<file path="config.mk">
export PLATFORM = sky130hd
export DESIGN_NAME = game_flow_ctrl
export DESIGN_NICKNAME = d
export VERILOG_FILES = /design/src/rtl/game_flow_ctrl.sv
export SDC_FILE = /design/constraint.sdc
export NUM_CORES = 1
export LEC_CHECK = 0
export CAP_MARGIN = 30
export CORE_MARGIN = 4
export CORE_UTILIZATION = 45
export CTS_CLUSTER_DIAMETER = 100
export DETAILED_ROUTE_END_ITERATION = 10
export PLACE_DENSITY = 0.7
export REMOVE_ABC_BUFFERS = 1
export SLEW_MARGIN = 20
export SYNTH_ARGS = -nofsm -noshare
export SYNTH_HDL_FRONTEND = slang
export SYNTH_SLANG_ARGS = --single-unit
</file>
<file path="constraint.sdc">
create_clock -name clk -period 3.1 [get_ports clk]
set_clock_uncertainty 0.15 [all_clocks]
set_input_delay 0.31 -clock clk [delete_from_list [all_inputs] [get_ports clk]]
set_output_delay 0.31 -clock clk [all_outputs]
set_load 0.01 [all_outputs]
</file>
<file path="src/rtl/game_flow_ctrl.sv">
// Brick-breaker game-flow controller: stages, lives and skill arbitration.
// Optional pause support is built in when GAME_PAUSE_EN is defined.
module game_flow_ctrl #(
    parameter int NUM_STAGES        = 3,
    parameter int LIFE_INIT         = 5,
    parameter int SKILL_MAX         = 3,
    parameter int SKILL_REGEN_TICKS = 200,
    parameter int CLEAR_TICKS       = 40,
    parameter int NUM_SKILLS        = 3
) (
    input  logic                               clk,
    input  logic                               rst,
    input  logic                               tick,
    input  logic                               start_press,
    input  logic                               pause_press,
    input  logic                               ball_lost,
    input  logic                               bricks_empty,
    input  logic [NUM_SKILLS-1:0]              skill_req,
    input  logic [NUM_SKILLS-1:0]              skill_active,
    output logic [2:0]                         state,
    output logic [2:0]                         stage_idx,
    output logic [7:0]                         life_point,
    output logic [$clog2(SKILL_MAX+1)-1:0]     skill_point,
    output logic [NUM_SKILLS-1:0]              skill_grant,
    output logic                               stage_load
);

    localparam int SPW = $clog2(SKILL_MAX + 1);
    localparam int RW  = $clog2(SKILL_REGEN_TICKS);
    localparam int CW  = (CLEAR_TICKS > 1) ? $clog2(CLEAR_TICKS) : 1;

    localparam logic [SPW-1:0] SP_MAX    = SPW'(SKILL_MAX);
    localparam logic [7:0]     LIFE_LOAD = 8'(LIFE_INIT);
    localparam logic [2:0]     LAST_STG  = 3'(NUM_STAGES - 1);
    localparam logic [RW-1:0]  REGEN_END = RW'(SKILL_REGEN_TICKS - 1);
    localparam logic [CW-1:0]  CLEAR_END = CW'(CLEAR_TICKS - 1);

    typedef enum logic [2:0] {
        S_MENU  = 3'd0,
        S_WIN   = 3'd1,
        S_LOSE  = 3'd2,
        S_PLAY  = 3'd3,
        S_LOAD  = 3'd4,
        S_CLEAR = 3'd5,
        S_PAUSE = 3'd6
    } state_t;

    state_t                state_q, state_d;
    logic [2:0]            stage_q, stage_d;
    logic [7:0]            life_q, life_d;
    logic [SPW-1:0]        sp_q, sp_d;
    logic [RW-1:0]         regen_q, regen_d;
    logic [CW-1:0]         clear_q, clear_d;
    logic [NUM_SKILLS-1:0] grant_q, grant_d;
    logic                  load_q, load_d;

    logic [NUM_SKILLS-1:0] cand;
    logic                  grant_any;
    logic                  regen_hit;

`ifndef GAME_PAUSE_EN
    logic unused_pause;
    assign unused_pause = pause_press;
`endif

    assign cand = skill_req & ~skill_active;

    always_comb begin
        state_d   = state_q;
        stage_d   = stage_q;
        life_d    = life_q;
        sp_d      = sp_q;
        regen_d   = regen_q;
        clear_d   = clear_q;
        grant_d   = '0;
        grant_any = 1'b0;
        regen_hit = 1'b0;

        unique case (state_q)
            S_MENU: begin
                if (start_press) begin
                    state_d = S_LOAD;
                    stage_d = 3'd0;
                    life_d  = LIFE_LOAD;
                    sp_d    = '0;
                    regen_d = '0;
                end
            end
            S_LOAD: state_d = S_PLAY;
            S_PLAY: begin
                // Lowest set bit of the candidate set wins
                if (cand != '0 && sp_q != '0) begin
                    grant_d   = cand & (~cand + NUM_SKILLS'(1));
                    grant_any = 1'b1;
                end
                if (tick) begin
                    if (regen_q == REGEN_END) begin
                        regen_d   = '0;
                        regen_hit = 1'b1;
                    end else begin
                        regen_d = regen_q + 1'b1;
                    end
                end
                if (grant_any && !regen_hit)
                    sp_d = sp_q - 1'b1;
                else if (!grant_any && regen_hit && sp_q != SP_MAX)
                    sp_d = sp_q + 1'b1;

                if (bricks_empty) begin
                    state_d = S_CLEAR;
                    clear_d = '0;
                end else if (ball_lost) begin
                    if (life_q > 8'd1) begin
                        life_d = life_q - 8'd1;
                    end else begin
                        life_d  = 8'd0;
                        state_d = S_LOSE;
                    end
                end
`ifdef GAME_PAUSE_EN
                else if (pause_press) begin
                    state_d = S_PAUSE;
                end
`endif
            end
            S_CLEAR: begin
                if (start_press || (tick && clear_q == CLEAR_END)) begin
                    if (stage_q == LAST_STG) begin
                        state_d = S_WIN;
                    end else begin
                        stage_d = stage_q + 3'd1;
                        state_d = S_LOAD;
                    end
                end else if (tick) begin
                    clear_d = clear_q + 1'b1;
                end
            end
            S_WIN, S_LOSE: begin
                if (start_press)
                    state_d = S_MENU;
            end
`ifdef GAME_PAUSE_EN
            S_PAUSE: begin
                if (pause_press)
                    state_d = S_PLAY;
            end
`endif
            default: state_d = S_MENU;
        endcase

        load_d = (state_d == S_LOAD);
    end

    always_ff @(posedge clk) begin
        if (!rst) begin
            state_q <= S_MENU;
            stage_q <= 3'd0;
            life_q  <= LIFE_LOAD;
            sp_q    <= '0;
            regen_q <= '0;
            clear_q <= '0;
            grant_q <= '0;
            load_q  <= 1'b0;
        end else begin
            state_q <= state_d;
            stage_q <= stage_d;
            life_q  <= life_d;
            sp_q    <= sp_d;
            regen_q <= regen_d;
            clear_q <= clear_d;
            grant_q <= grant_d;
            load_q  <= load_d;
        end
    end

    assign state       = state_q;
    assign stage_idx   = stage_q;
    assign life_point  = life_q;
    assign skill_point = sp_q;
    assign skill_grant = grant_q;
    assign stage_load  = load_q;

endmodule

</file>
# --- After elaboration in Yosys (flattened, before gate mapping) ---
# Cells that the tools add are included.
word_totals:
  input_bits: 13
  ff_bits: 34
  word_cells: 95
  latch_bits: 0
  rom_bits: 0
  memories: 0
  ram_bits: 0
  output_inout_bits: 20
op_classes:
  magnitude_cmp: 1
  div: 0
  mux: 34
  n_eq_ne: 20
  reduce_logical: 21
  bitwise_logic: 4
  add_sub_neg: 7
  shifts: 0
  mul: 0
ops:
  columns: ["operator", "count"]
  rows:
  - ["two-way mux 8 bit", 7]
  - ["one-hot mux 8 bit (2 select lines)", 2]
  - ["two-way mux 3 bit", 10]
  - ["inequality test 2 bit, second input constant", 10]
  - ["two-way mux 6 bit", 3]
  - ["one-hot mux 3 bit (5 select lines)", 1]
  - ["one-hot mux 6 bit (2 select lines)", 1]
  - ["AND reduction 4 bit", 3]
  - ["equality test 3 x 2 -> 1 bit, second input constant", 3]
  - ["equality test 3 bit, second input constant", 3]
  - ["AND reduction 3 bit", 3]
  - ["adder 8 x 1 -> 8 bit, second input constant", 1]
  - ["equality test 8 bit, second input constant", 1]
  - ["> comparator 8 x 1 -> 1 bit, second input constant", 1]
  - ["nonzero test 2 bit", 4]
  - ["subtractor 8 x 1 -> 8 bit, second input constant", 1]
  - ["adder 3 x 1 -> 3 bit, second input constant", 2]
  - ["adder 6 x 1 -> 6 bit, second input constant", 1]
  - ["bitwise AND 3 bit", 2]
  - ["equality test 6 bit, second input constant", 1]
  - ["two-way mux 2 bit", 3]
  - ["inverter 3 bit", 2]
  - ["one-hot mux 3 bit (2 select lines)", 1]
  - ["logical AND 1 bit", 5]
  - ["11 further kinds", 16]

# --- Longest topological paths before layout ---
# Gate-level depths: netlist (run 1).
logic_depth:
  ltp_word: 12
  depth_mapped: 7
  depth_no_buf: 7

# --- Worst setup path after synthesis (run 1) ---
# OpenSTA, ideal clock, no wires.
synth_timing:
  kind: "flip-flop to flip-flop"
  from: "register life_q[2] (netlist: life_point[2])"
  to: "register state_q[0] (netlist: state[0])"
  arrival_time_ns: 1.660
  n_path_buf: 0
  required_time_ns: 2.835
  stages_incl_launch_ff: 6
  path_slack_ns: 1.175
  cell_sequence: "dfxtp_1 or4_4 nor4_4 and3b_1 o22ai_1 and2_1"
synth_via:
  elab_chain_cells: 5
synth_lines:
  columns: ["element", "line", "text"]
  rows:
  - ["start, declared", "50", "logic [7:0] life_q, life_d;"]
  - ["start signal, assigned", "167", "life_q <= life_d;"]
  - ["> comparator 8 x 1 -> 1 bit", "113", "if (life_q > 8'd1) begin"]
  - ["two-way mux 3 bit", "113", null]
  - ["two-way mux 3 bit", "112", "end else if (ball_lost) begin"]
  - ["two-way mux 3 bit", "109", "if (bricks_empty) begin"]
  - ["one-hot mux 3 bit (5 select lines)", "79", "unique case (state_q)"]
  - ["end signal, assigned", "165", "state_q <= state_d;"]
  - ["end, declared", "48", "state_t state_q, state_d;"]
# No other way between the ends.
# A chain may end at the register's enable or synchronous reset.

# --- Final worst setup path (run 1) ---
layout_timing:
  from: "input port start_press"
  to: "register life_q[5] (netlist: life_point[5])"
layout_via:
  elab_chain_cells: 2
layout_lines:
  columns: ["element", "line", "text"]
  rows:
  - ["start, declared", "14", "input logic start_press,"]
  - ["inequality test 2 bit (no line)", null, null]
  - ["AND reduction 4 bit (no line)", null, null]
# No other way between the ends.

==> results of run 1 <==
==> worst max-delay path, cell delays in order <==
cell,delay (ns)
clkdlybuf4s50_1,0.61
or3b_4,0.44
a21o_1,0.32
nor4_1,0.37
xnor2_1,0.16
nor2_1,0.05
==> sequential cells by signal (all words and copies together) (netlist names) <==
signal,cells
skill_point,2
state,3
stage_load,1
life_point,8
skill_grant,3
clear_q,6
regen_q,8
stage_idx,3
==> layout make-up <==
class | count | area [µm²] | area share [%]
Multi-Input combinational cell | 165 | 1140 | 49.3
Timing Repair Buffer | 31 | 310 | 13.4
Tap cell | 50 | 62.6 | 2.70
Inverter | 7 | 26.3 | 1.13
Sequential cell | 34 | 681 | 29.4
Clock inverter | 2 | 12.5 | 0.540
Clock buffer | 6 | 82.6 | 3.56
==> layer usage <==
layer	wire (µm)	up-vias	GRT usage (%)
li1	-	824	-
met1	1880	729	20.2
met2	1710	25	22.6
met3	162	8	3.99
met4	78	0	7.38
met5	0	-	0
==> power groups by stage <==
stage	sequential, mW	clock, mW	combinational, mW
after floorplan	0.471	0	0.0639
after global placement	0.473	0	0.108
after detailed placement	0.473	0	0.108
after CTS	0.463	0.350	0.108
after global routing	0.466	0.370	0.117
final	0.463	0.339	0.107
==> cell usage in the layout, fill, tap and decap left out, types with 3 or more instances in the layout <==
cell	synthesis	layout
and2_1	3	3
and4_1	3	3
and3_1	3	3
a31oi_1	3	3
a21oi_1	3	3
clkbuf_8	0	6
nand3_1	4	4
nor2b_1	6	6
nor2_1	35	35
inv_1	7	7
o21ai_1	5	5
nor3_1	3	3
xnor2_1	7	7
nand4_1	6	6
nand2_1	9	9
o211ai_1	3	3
nor4_1	3	3
nand2b_1	5	5
ha_1	6	6
dfxtp_1	34	34
mux2i_1	4	4
xor2_1	9	9
clkdlybuf4s50_1	0	31
==> worst paths after layout <==
kind / endpoint / slack [ns] / cells past startpoint
max reg2reg: life_point[5] / 0.97 / 5
max: life_point[5] / 0.85 / 6
min: clear_q[1] / 0.34 / 2
min reg2reg: clear_q[1] / 0.34 / 2
==> cell families (layout without fill, tap and decap cells) <==
| logic type | after synthesis | count (layout) |
|---|---|---|
| fa+ha+maj | 6 | 6 |
| mux | 4 | 4 |
| compound gates | 38 | 38 |
| xor+xnor | 16 | 16 |
| simple gates | 101 | 101 |
| buf+inv | 14 | 46 |
| flops | 34 | 34 |
==> stage by stage <==
stage,utilization (%),worst slack [ns],std cells
CTS,57.5,0.851,295
finish,57.5,0.846,295
floorplan,-,1.14,206
detailed placement,55.2,0.550,287
global route,57.5,0.712,295
global placement,55.2,0.550,287
==> results.sh, run 1 <==
export IMPL_h_tree_depth=2
export IMPL_synth_seq_area_share_pct=36.1
export IMPL_synthDistinctLibCells=57
export IMPL_dp_hpwl_mm=2.73
export IMPL_post_dp_cell_area_um2=2220
export IMPL_die_height_um=72.7
export IMPL_synth_area_leaders="dfxtp_1, nor2_1, xor2_1"
export IMPL_fillers=376
export IMPL_ys_seq_elements=34
export IMPL_ys_warn_count=0
export IMPL_cts_setup_buffers=0
export IMPL_cts_resized=0
export IMPL_intPower_mw=0.675
export IMPL_numCtsBuffers=5
export IMPL_drive_above_1_share_pct=8.16
export IMPL_final_area_um2=2320
export IMPL_clockBufferDepth=2
export IMPL_worst_pin_slew_ns=0.547
export IMPL_hp_start="clear_q[1]"
export IMPL_syn_inst=213
export IMPL_worst_setup_path_start_kind="input port"
export IMPL_crit_arrival_ns=2.27
export IMPL_max_slew_margin_pct=63.5
export IMPL_synth_compound_area_share_pct=15.6
export IMPL_clock_fmax_mhz=444
export IMPL_powerDensity_nw_per_um2=392
export IMPL_yosys_area_share_simple_pct=31.5
export IMPL_status="completed"
export IMPL_grt_usage_pct=15.1
export IMPL_clock_sinks=34
export IMPL_drc=0
export IMPL_die_area_um2=5290
export IMPL_synthMuxAreaShare_pct=2.12
export IMPL_first_pass_iters=4
export IMPL_area_delta_synth_final_pct=23.0
export IMPL_drt_iter0_drc=87
export IMPL_synthMostInstantiatedCell="nor2_1"
export IMPL_clk_latency_ns=0.29
export IMPL_final_hold_viol_count=0
export IMPL_die_x_um=72.7
export IMPL_startpoint="start_press"
export IMPL_timing_rr_start="state[1]"
export IMPL_power_frac_comb_pct=11.8
export IMPL_worstHoldPathType="reg -> reg"
export IMPL_vias=1586
export IMPL_crit_path_max_fanout=12
export IMPL_cap_viol_max_count=0
export IMPL_timing_setup_tns_ns=0
export IMPL_fin_hold_ws_ns=0.344
export IMPL_ioPinCount=33
export IMPL_grt_pass1_wl_mm=6.37
export IMPL_antenna_found_initial=0
export IMPL_io_buffers=31
export IMPL_synth_top_area_share_pct=36.1
export IMPL_p_total_mw=0.909
export IMPL_worstSetupPathType="in -> reg"
export IMPL_first_global_vias=1405
export IMPL_cts_clk_slew_worst_paths_ns=0.07
export IMPL_synth_fa_ha_area_share_pct=3.98
export IMPL_p_sw_mw=0.235
export IMPL_diodes=0
export IMPL_power_leakage_nw=0.823
export IMPL_fin_crit_ns=2.25
export IMPL_rsz0062_at_grt="false"
export IMPL_report_final_slew_viol_count=0
export IMPL_p_sw_share_pct=25.8
export IMPL_required_ns=3.12
export IMPL_synth_main_ff_cell="dfxtp_1"
export IMPL_cts_hold_buffers=0
export IMPL_yosysTopAreaCell="dfxtp_1"
export IMPL_end_kind="register"
export IMPL_yosys_area_share_xor_xnor_pct=7.44
export IMPL_ant_nets=0
export IMPL_setup_viol=0
export IMPL_grt_max_degree=18
export IMPL_num_rows=23
export IMPL_p_seq_share_pct=50.9
export IMPL_post_route_period_util_pct=72.7
export IMPL_root_buffer="clkbuf_8"
export IMPL_nets=263
export IMPL_wirelength_mm=3.83
export IMPL_overflow=0
export IMPL_syn_area_um2=1880
export IMPL_wl_per_cell_um=13.0
export IMPL_cts_tree="built"
export IMPL_initial_utilization_pct=46.8
export IMPL_yosys_top_cells_count="nor2_1, dfxtp_1, nand2_1, xor2_1"
export IMPL_clockPowerShare_pct=37.3
export IMPL_async_reset_ff_share_pct=0
export IMPL_peakVddDrop_v=0.000246
export IMPL_core_um2=4030
export IMPL_vias_per_cell=5.38
export IMPL_place_congestion=0.826
export IMPL_syn_area_per_cell_um2=8.85
export IMPL_synth_top_family_by_area="simple AND/OR/NAND/NOR gates"
export IMPL_synth_edf_count=0
(Power assumes the default switching activity.)
==> run 2: changes to the inputs <==
Settings changed: PLACE_DENSITY 0.7 to 0.72.
Clock period 3.1 ns to 2.05 ns, I/O delays scaled along.
==> results.sh, run 2 (synthesis gave the netlist of run 1 again) <==
export IMPL_powerDensity_nw_per_um2=577
export IMPL_r2r_slack_ns=0.14
export IMPL_critPathSlowestCell="or4_4"
export IMPL_cts_resized=0
export IMPL_die_height_um=72.7
export IMPL_clockBufferDepth=2
export IMPL_numCtsBuffers=5
export IMPL_min_to="clear_q[1]"
export IMPL_fin_crit_ns=1.91
export IMPL_first_pass_iters=4
export IMPL_status="completed"
export IMPL_fin_hold_ws_ns=0.346
export IMPL_timing_rr_start="life_point[2]"
export IMPL_worst_setup_path_start_kind="register"
export IMPL_hp_start="clear_q[1]"
export IMPL_cts_clk_slew_worst_paths_ns=0.07
export IMPL_h_tree_depth=2
export IMPL_area_delta_synth_final_pct=30.5
export IMPL_final_hold_viol_count=0
export IMPL_io_buffers=31
export IMPL_reg2reg_to="life_point[6]"
export IMPL_first_global_vias=1565
export IMPL_report_final_slew_viol_count=0
export IMPL_required_ns=2.07
export IMPL_final_cell_mix="nor2_1, dfxtp_1, clkdlybuf4s50_1"
export IMPL_worst_slack_ns=0.143
export IMPL_power_leakage_nw=0.913
export IMPL_peakVddDrop_v=0.000484
export IMPL_timing_setup_tns_ns=0
export IMPL_cts_setup_buffers=0
export IMPL_ant_nets=0
export IMPL_crit_path_cell_trace="or4_4 > nor4_4 > nor2_1 > o21ai_2 > nor2_1"
export IMPL_cap_viol_max_count=0
export IMPL_vias=1664
export IMPL_core_um2=4030
export IMPL_root_buffer="clkbuf_8"
export IMPL_overflow=0
export IMPL_die_x_um=72.7
export IMPL_crit_path_max_fanout=5
export IMPL_setup_viol=0
export IMPL_min_path_cells=2
export IMPL_fillers=364
export IMPL_worstPathBufferInverterCount=0
export IMPL_place_congestion=0.819
export IMPL_final_common_cell="nor2_1"
export IMPL_ioPinCount=33
export IMPL_wirelength_mm=4.09
export IMPL_crit_top_cell="nor2_1"
export IMPL_final_core_util_pct=61.1
export IMPL_initial_utilization_pct=46.8
export IMPL_pre_cts_ws_ns=-0.129
export IMPL_nets=280
export IMPL_crit_family="simple AND/OR/NAND/NOR gates"
export IMPL_r2r_cells=5
export IMPL_wl_per_cell_um=13.1
export IMPL_rsz0062_at_grt="false"
export IMPL_cts_hold_buffers=0
export IMPL_post_route_period_util_pct=93.0
export IMPL_worstSetupPathType="reg -> reg"
export IMPL_drc=0
export IMPL_cp_slowest_stage_delay_ns=0.57
export IMPL_crit_arrival_ns=1.93
export IMPL_grt_pass1_wl_mm=7.05
export IMPL_drt_iter0_drc=95
export IMPL_dp_hpwl_mm=3.10
export IMPL_drive_above_1_share_pct=14.5
export IMPL_grt_max_degree=15
export IMPL_clock_sinks=34
export IMPL_clock_fmax_mhz=524
export IMPL_grt_usage_pct=16.8
export IMPL_clk_latency_ns=0.29
export IMPL_worstHoldPathType="reg -> reg"
export IMPL_antenna_found_initial=0
export IMPL_end_kind="register"
export IMPL_die_area_um2=5290
export IMPL_worst_pin_slew_ns=0.455
export IMPL_num_rows=23
export IMPL_max_slew_margin_pct=69.4
export IMPL_cts_tree="built"
export IMPL_diodes=0
export IMPL_vias_per_cell=5.33
-- run 2: changes by cell type in the layout (fill, tap and decap cells not counted) --
| cell | delta |
|---|---|
| buf_12 | +1 |
| buf_4 | +16 |
| dfxtp_1 | -1 |
| dfxtp_2 | +1 |
-- run 2: power by group --
group,internal [mW],total (mW),switching (mW)
logic,0.113,0.218,0.105
registers,0.673,0.690,0.0170
clock network,0.270,0.511,0.241
-- run 2: tightest hold or removal path, stage by stage, from the launching register on --
cell	delay (ns)
dfxtp_1	0.34
nand2_1	0.06
a21oi_1	0.05
-- run 2: worst max path at each step --
stage                   from             to  slack, ns  depth (start not counted)
6_report       life_point[2]  life_point[6]       0.14                          5
5_1_grt        life_point[2]  life_point[6]       0.03                          5
4_1_cts             state[0]  life_point[6]       0.09                          6
3_5_place_dp     start_press  life_point[6]      -0.13                          6
3_3_place_gp     start_press  life_point[4]      -0.09                          6
2_1_floorplan       state[1]  life_point[5]       0.09                          5
-- run 2: final cells by class --
cell class              count  area [µm²]  share of cell area, %
multi-input cells         165        1140                   46.5
flip-flops and latches     34         682                   27.7
repair buffers             48         450                   18.3
clock buffers               6        82.6                   3.36
well taps                  50        62.6                   2.54
inverters                   7        26.3                   1.07
clock inverters             2        12.5                  0.509
-- run 2: metal layers --
metal  track usage, %  part of all wire [%]
met3             4.13                   5.2
met4             7.58                   1.1
met1             22.0                    48
met5                0                     0
met2             26.2                    46
-- run 2: per-stage QoR --
stage | area (µm²) | instances | power (mW)
finish | 2460 | 312 | 1.42
global route | 2460 | 312 | 1.49
CTS | 2460 | 312 | 1.44
detailed placement | 2360 | 304 | 0.921
global placement | 2360 | 304 | 0.919
floorplan | 1850 | 206 | 0.809
==> run 3: changes to the inputs <==
Settings changed: REMOVE_ABC_BUFFERS 1 to unset, SKIP_LAST_GASP set to 1.
==> results.sh, run 3 (synthesis gave the netlist of run 1 again) <==
export IMPL_vias_per_cell=5.43
export IMPL_die_area_um2=5290
export IMPL_clock_sinks=34
export IMPL_area_delta_synth_final_pct=29.6
export IMPL_syn_num_nets=232
export IMPL_required_ns=1.69
export IMPL_cts_clk_slew_worst_paths_ns=0.07
export IMPL_core_um2=4030
export IMPL_cap_viol_max_count=0
export IMPL_num_rows=23
export IMPL_worst_pin_slew_ns=0.432
export IMPL_post_route_period_util_pct=92.5
export IMPL_crit_path_max_fanout=9
export IMPL_root_buffer="clkbuf_8"
export IMPL_drive_above_1_share_pct=13.7
export IMPL_nets=280
export IMPL_timing_rr_start="life_point[2]"
export IMPL_antenna_found_initial=0
export IMPL_overflow=0
export IMPL_power_leakage_nw=0.909
export IMPL_final_area_um2=2440
export IMPL_fin_crit_ns=1.90
export IMPL_io_buffers=31
export IMPL_setup_viol=0
export IMPL_final_common_cell="nor2_1"
export IMPL_cts_tree="built"
export IMPL_vias=1694
export IMPL_rsz0062_at_grt="false"
export IMPL_max_slew_margin_pct=71.2
export IMPL_die_x_um=72.7
export IMPL_die_height_um=72.7
export IMPL_grt_max_degree=11
export IMPL_first_global_vias=1690
export IMPL_diodes=0
export IMPL_powerDensity_nw_per_um2=577
export IMPL_clk_latency_ns=0.29
export IMPL_drt_iter0_drc=102
export IMPL_initial_utilization_pct=46.8
export IMPL_grt_usage_pct=17.7
export IMPL_hp_start="clear_q[1]"
export IMPL_final_hold_viol_count=0
export IMPL_worst_setup_path_start_kind="register"
export IMPL_ant_nets=0
export IMPL_startpoint="state[1]"
export IMPL_end_kind="primary output"
export IMPL_report_final_slew_viol_count=0
export IMPL_clock_fmax_mhz=528
export IMPL_dp_hpwl_mm=3.11
export IMPL_ioPinCount=33
export IMPL_final_cell_mix="nor2_1, dfxtp_1, clkdlybuf4s50_1"
export IMPL_first_pass_iters=4
export IMPL_fin_hold_ws_ns=0.348
export IMPL_h_tree_depth=2
export IMPL_wl_per_cell_um=13.1
export IMPL_worstSetupPathType="reg -> out"
export IMPL_worstHoldPathType="reg -> reg"
export IMPL_status="completed"
export IMPL_p_total_mw=1.41
export IMPL_peakVddDrop_v=0.000358
export IMPL_clockBufferDepth=2
export IMPL_grt_pass1_wl_mm=7.42
export IMPL_numCtsBuffers=5
export IMPL_drc=0
export IMPL_crit_arrival_ns=1.54
export IMPL_post_dp_cell_area_um2=2350
export IMPL_place_congestion=0.805
export IMPL_wirelength_mm=4.09
==> run 3: per-stage QoR <==
| step | instances | worst slack [ns] | util, % | setup TNS [ns] |
|---|---|---|---|---|
| final | 312 | 0.154 | 60.6 | 0 |
| after detailed placement | 304 | -0.116 | 58.4 | -0.796 |
| after CTS | 312 | 0.142 | 60.6 | 0 |
| after floorplan | 213 | 0.125 | - | 0 |
| after global routing | 312 | 0.0687 | 60.6 | 0 |
| after global placement | 304 | -0.0939 | 58.4 | -0.588 |
==> run 3: what timing repair did <==
| item | 4_1_cts | 5_1_grt |
|---|---|---|
| setup buffers | 0 | 0 |
| setup endpoints to repair | 0 | 1 |
| hold buffers | 0 | 0 |
| resized for setup | 0 | 0 |
==> run 3: path summary, 6_finish.rpt <==
path                      to  slack [ns]  cells past startpoint
hold reg to reg   clear_q[1]        0.35                      2
hold / removal    clear_q[1]        0.35                      2
setup reg to reg    state[0]        0.16                      5
setup / recovery    state[1]        0.15                      2
==> run 3: power breakdown <==
group	switching (mW)	leakage, nW	internal [mW]	total, mW
Combinational	0.107	0.586	0.108	0.215
Clock	0.239	0.0482	0.271	0.510
Sequential	0.0133	0.275	0.673	0.686
==> run 3: final cells by class <==
| type | instances | area [µm²] |
|---|---|---|
| inverter | 7 | 26.3 |
| tap | 50 | 62.6 |
| fill | 388 | 1590 |
| sequential | 34 | 681 |
| timing repair buffer | 48 | 438 |
| clock buffer | 7 | 86.3 |
| clock inverter | 1 | 5.00 |
| multi-input combinational | 165 | 1140 |
==> run 3: metal layers <==
| layer | share of wire, % | track usage (%) | vias up |
|---|---|---|---|
| met5 | 0 | 0 | - |
| met4 | 2.6 | 8.40 | 0 |
| met2 | 46 | 29.2 | 31 |
| met3 | 4.9 | 4.82 | 10 |
| li1 | - | - | 860 |
| met1 | 46 | 21.3 | 793 |
==> run 3: worst max-delay path, cell delays in order, from the launching register on <==
cell and delay [ns]:
dfxtp_1 0.49, buf_4 0.23, clkdlybuf4s50_1 0.54
==> RTL edit (config.mk and constraints of run 3) <==
Build with the macro `GAME_PAUSE_EN` defined.
--- a/src/rtl/game_flow_ctrl.sv
+++ b/src/rtl/game_flow_ctrl.sv
@@ -1,4 +1,6 @@
 // Brick-breaker game-flow controller: stages, lives and skill arbitration.
 // Optional pause support is built in when GAME_PAUSE_EN is defined.
+`define GAME_PAUSE_EN
+
 module game_flow_ctrl #(
     parameter int NUM_STAGES        = 3,
Formal check against the unedited RTL: not equivalent (Yosys sat finds a counterexample within 4 cycles, from zero or initial values and one cycle with rst low).
==> RTL edit against run 3 <==
Cell count rose by 3.5%; non-clock buffer count rose by 16; setup slack got worse by 0.12 ns; sequential power barely moved; sequential share of layout area fell by 0.58 points; total power rose by 3.4%; critical path depth rose by 4; wire length rose by 1.7%; clock power barely moved; sequential cell count did not move; critical endpoint is now stage_idx[0]$_SDFFE_PN0P_; design area rose by 2.3%; largest cell class unchanged; critical path type is now reg2reg; first-iteration DRC count fell by 5.9%; synthesized area fell by 5.1%.
==> RTL edit: results (changes against run 3) <==
<table>
<tr><th>Metric</th><th>Value</th></tr>
<tr><th colspan="2">Placed design</th></tr>
<tr><td>Final GP Congestion</td><td>0.865 (+7.4%)</td></tr>
<tr><td>Port Buf Inserts</td><td>32 (+3.2%)</td></tr>
<tr><td>Placed instance count</td><td>311 (+2.3%)</td></tr>
<tr><th colspan="2">Run status</th></tr>
<tr><td>Result of the run</td><td>finished, final reports clean</td></tr>
<tr><th colspan="2">Yosys</th></tr>
<tr><td>Number of distinct library cell variants in the gate-level netlist after synthesis</td><td>48 (-16%)</td></tr>
<tr><td>Number of nets in the synthesized netlist</td><td>229 (-1.3%)</td></tr>
<tr><td>Post-synthesis average cell area</td><td>8.51 µm² (-3.8%)</td></tr>
<tr><td>Leading post-synthesis cells by cell area</td><td>dfxtp_1 38%, nor2_1 6.1%, xor2_1 4.9%, ha_1 4.2%, o21ai_0 3.6%</td></tr>
<tr><td>Cell types with the highest counts after synthesis</td><td>34 x dfxtp_1, 29 x nor2_1, 13 x nand2_1, 13 x o21ai_0, 10 x xor2_1</td></tr>
<tr><td>Share of synthesized area occupied by flip-flops and latches</td><td>38.1% (+1.9 points)</td></tr>
<tr><th colspan="2">Global routing</th></tr>
<tr><td>Wire length of the first global-routing pass</td><td>7060 µm (-4.9%)</td></tr>
<tr><td>Largest net degree at the start of global routing</td><td>12 (+1)</td></tr>
<tr><td>GRT Util Overall</td><td>17.1% (-0.64 points)</td></tr>
<tr><td>Number of global-route vias before repair</td><td>1634 (-3.3%)</td></tr>
<tr><th colspan="2">Detailed routing</th></tr>
<tr><td>Wire length reported by the detailed router</td><td>4160 µm (+1.7%)</td></tr>
<tr><td>Number of detailed-routing iterations run before antenna repair</td><td>6 (+2)</td></tr>
<tr><td>Detailed router's first-iteration violation count</td><td>96 (-5.9%)</td></tr>
<tr><td>Via density</td><td>5.28 (-2.7%)</td></tr>
<tr><th colspan="2">Setup path</th></tr>
<tr><td>Signal arrival time at the worst endpoint</td><td>2.04 ns (+0.50 ns)</td></tr>
<tr><td>CP max-delay cell</td><td>or4_4</td></tr>
<tr><td>Peak fanout along the critical path</td><td>3 (-6)</td></tr>
<tr><th colspan="2">CTS</th></tr>
<tr><td>Buffers from clock root to sink, at most</td><td>2 (unchanged)</td></tr>
<tr><th colspan="2">STA</th></tr>
<tr><td>Worst Tran Pin Value</td><td>0.439 ns (+0.00696 ns)</td></tr>
<tr><th colspan="2">Power</th></tr>
<tr><td>Leakage power figure</td><td>0.989 nW (+8.8%)</td></tr>
<tr><td>Worst VDD drop</td><td>0.532 mV (+49%)</td></tr>
<tr><th colspan="2">Cells and area</th></tr>
<tr><td>Final standard cell count with taps included and fillers excluded</td><td>323 (+3.5%)</td></tr>
</table>
[RTL edit: changes by cell type after synthesis, sizes merged, moves of 3 or more]
| cell | delta |
|---|---|
| a21boi | -3 |
| a21oi | +3 |
| nand2 | +4 |
| nand3 | +5 |
| nor2 | -7 |
| nor3 | -3 |
| o21ai | +6 |
| or3 | +3 |
| xnor2 | -3 |
[RTL edit: per-stage QoR]
| stage | instance area (µm²) | worst slack, ns | util (%) | hold WS [ns] |
|---|---|---|---|---|
| after global routing | 2500 | -0.0610 | 66.7 | 0.399 |
| after CTS | 2450 | 0.00668 | 65.6 | 0.366 |
| final | 2500 | 0.0348 | 66.7 | 0.367 |
| after detailed placement | 2350 | -0.250 | 62.7 | 0.349 |
| after floorplan | 1790 | -0.00490 | - | 0.213 |
| after global placement | 2350 | -0.225 | 62.7 | 0.344 |
[RTL edit: cells by family after synthesis]
logic type	synth area share [%]
fa+ha+maj	4.76
flops	38.1
buf+inv	2.94
compound gates	12.9
simple gates	32.8
mux	1.68
xor+xnor	6.86
[RTL edit: worst paths after layout]
check	end	start	cells after the start	slack (ns)
setup / recovery	stage_idx[0]$_SDFFE_PN0P_	life_point[2]$_SDFFE_PN1P_	6	0.03
hold / removal	clear_q[5]$_SDFFE_PN0P_	clear_q[5]$_SDFFE_PN0P_	2	0.37
setup reg to reg	stage_idx[0]$_SDFFE_PN0P_	life_point[2]$_SDFFE_PN1P_	6	0.03
hold reg to reg	clear_q[5]$_SDFFE_PN0P_	clear_q[5]$_SDFFE_PN0P_	2	0.37
[RTL edit: area by class of cell]
type | count | area, µm²
clock buffers | 7 | 86.3
fillers | 350 | 1240
clock inverters | 1 | 5.00
multi-input cells | 163 | 1080
well taps | 48 | 60.1
inverters | 6 | 22.5
repair buffers | 64 | 563
flip-flops and latches | 34 | 682
[RTL edit: repair_timing]
item	CTS	global route
pin swaps	2	3
setup endpoints to repair	5	11
setup buffers	0	4
resized for setup	3	5
cloned	0	0
[RTL edit: power by group]
group	internal [mW]	switching, mW
sequential	0.675	0.0112
combinational	0.136	0.126
clock	0.271	0.241
total	1.08	0.377
[RTL edit: layer usage]
layer  track usage (%)  share of wire (%)
met1              20.8                 46
met2              28.6                 48
met3              6.53                5.1
met4              3.76               0.72
met5                 0                  0
[RTL edit: critical path, delay by kind of cell, from the launching register on]
family / cells / cell delay, ns
and+or+nand+nor: 4 / 1.15
DFF: 1 / 0.32
AOI/OAI and AO/OA: 2 / 0.28
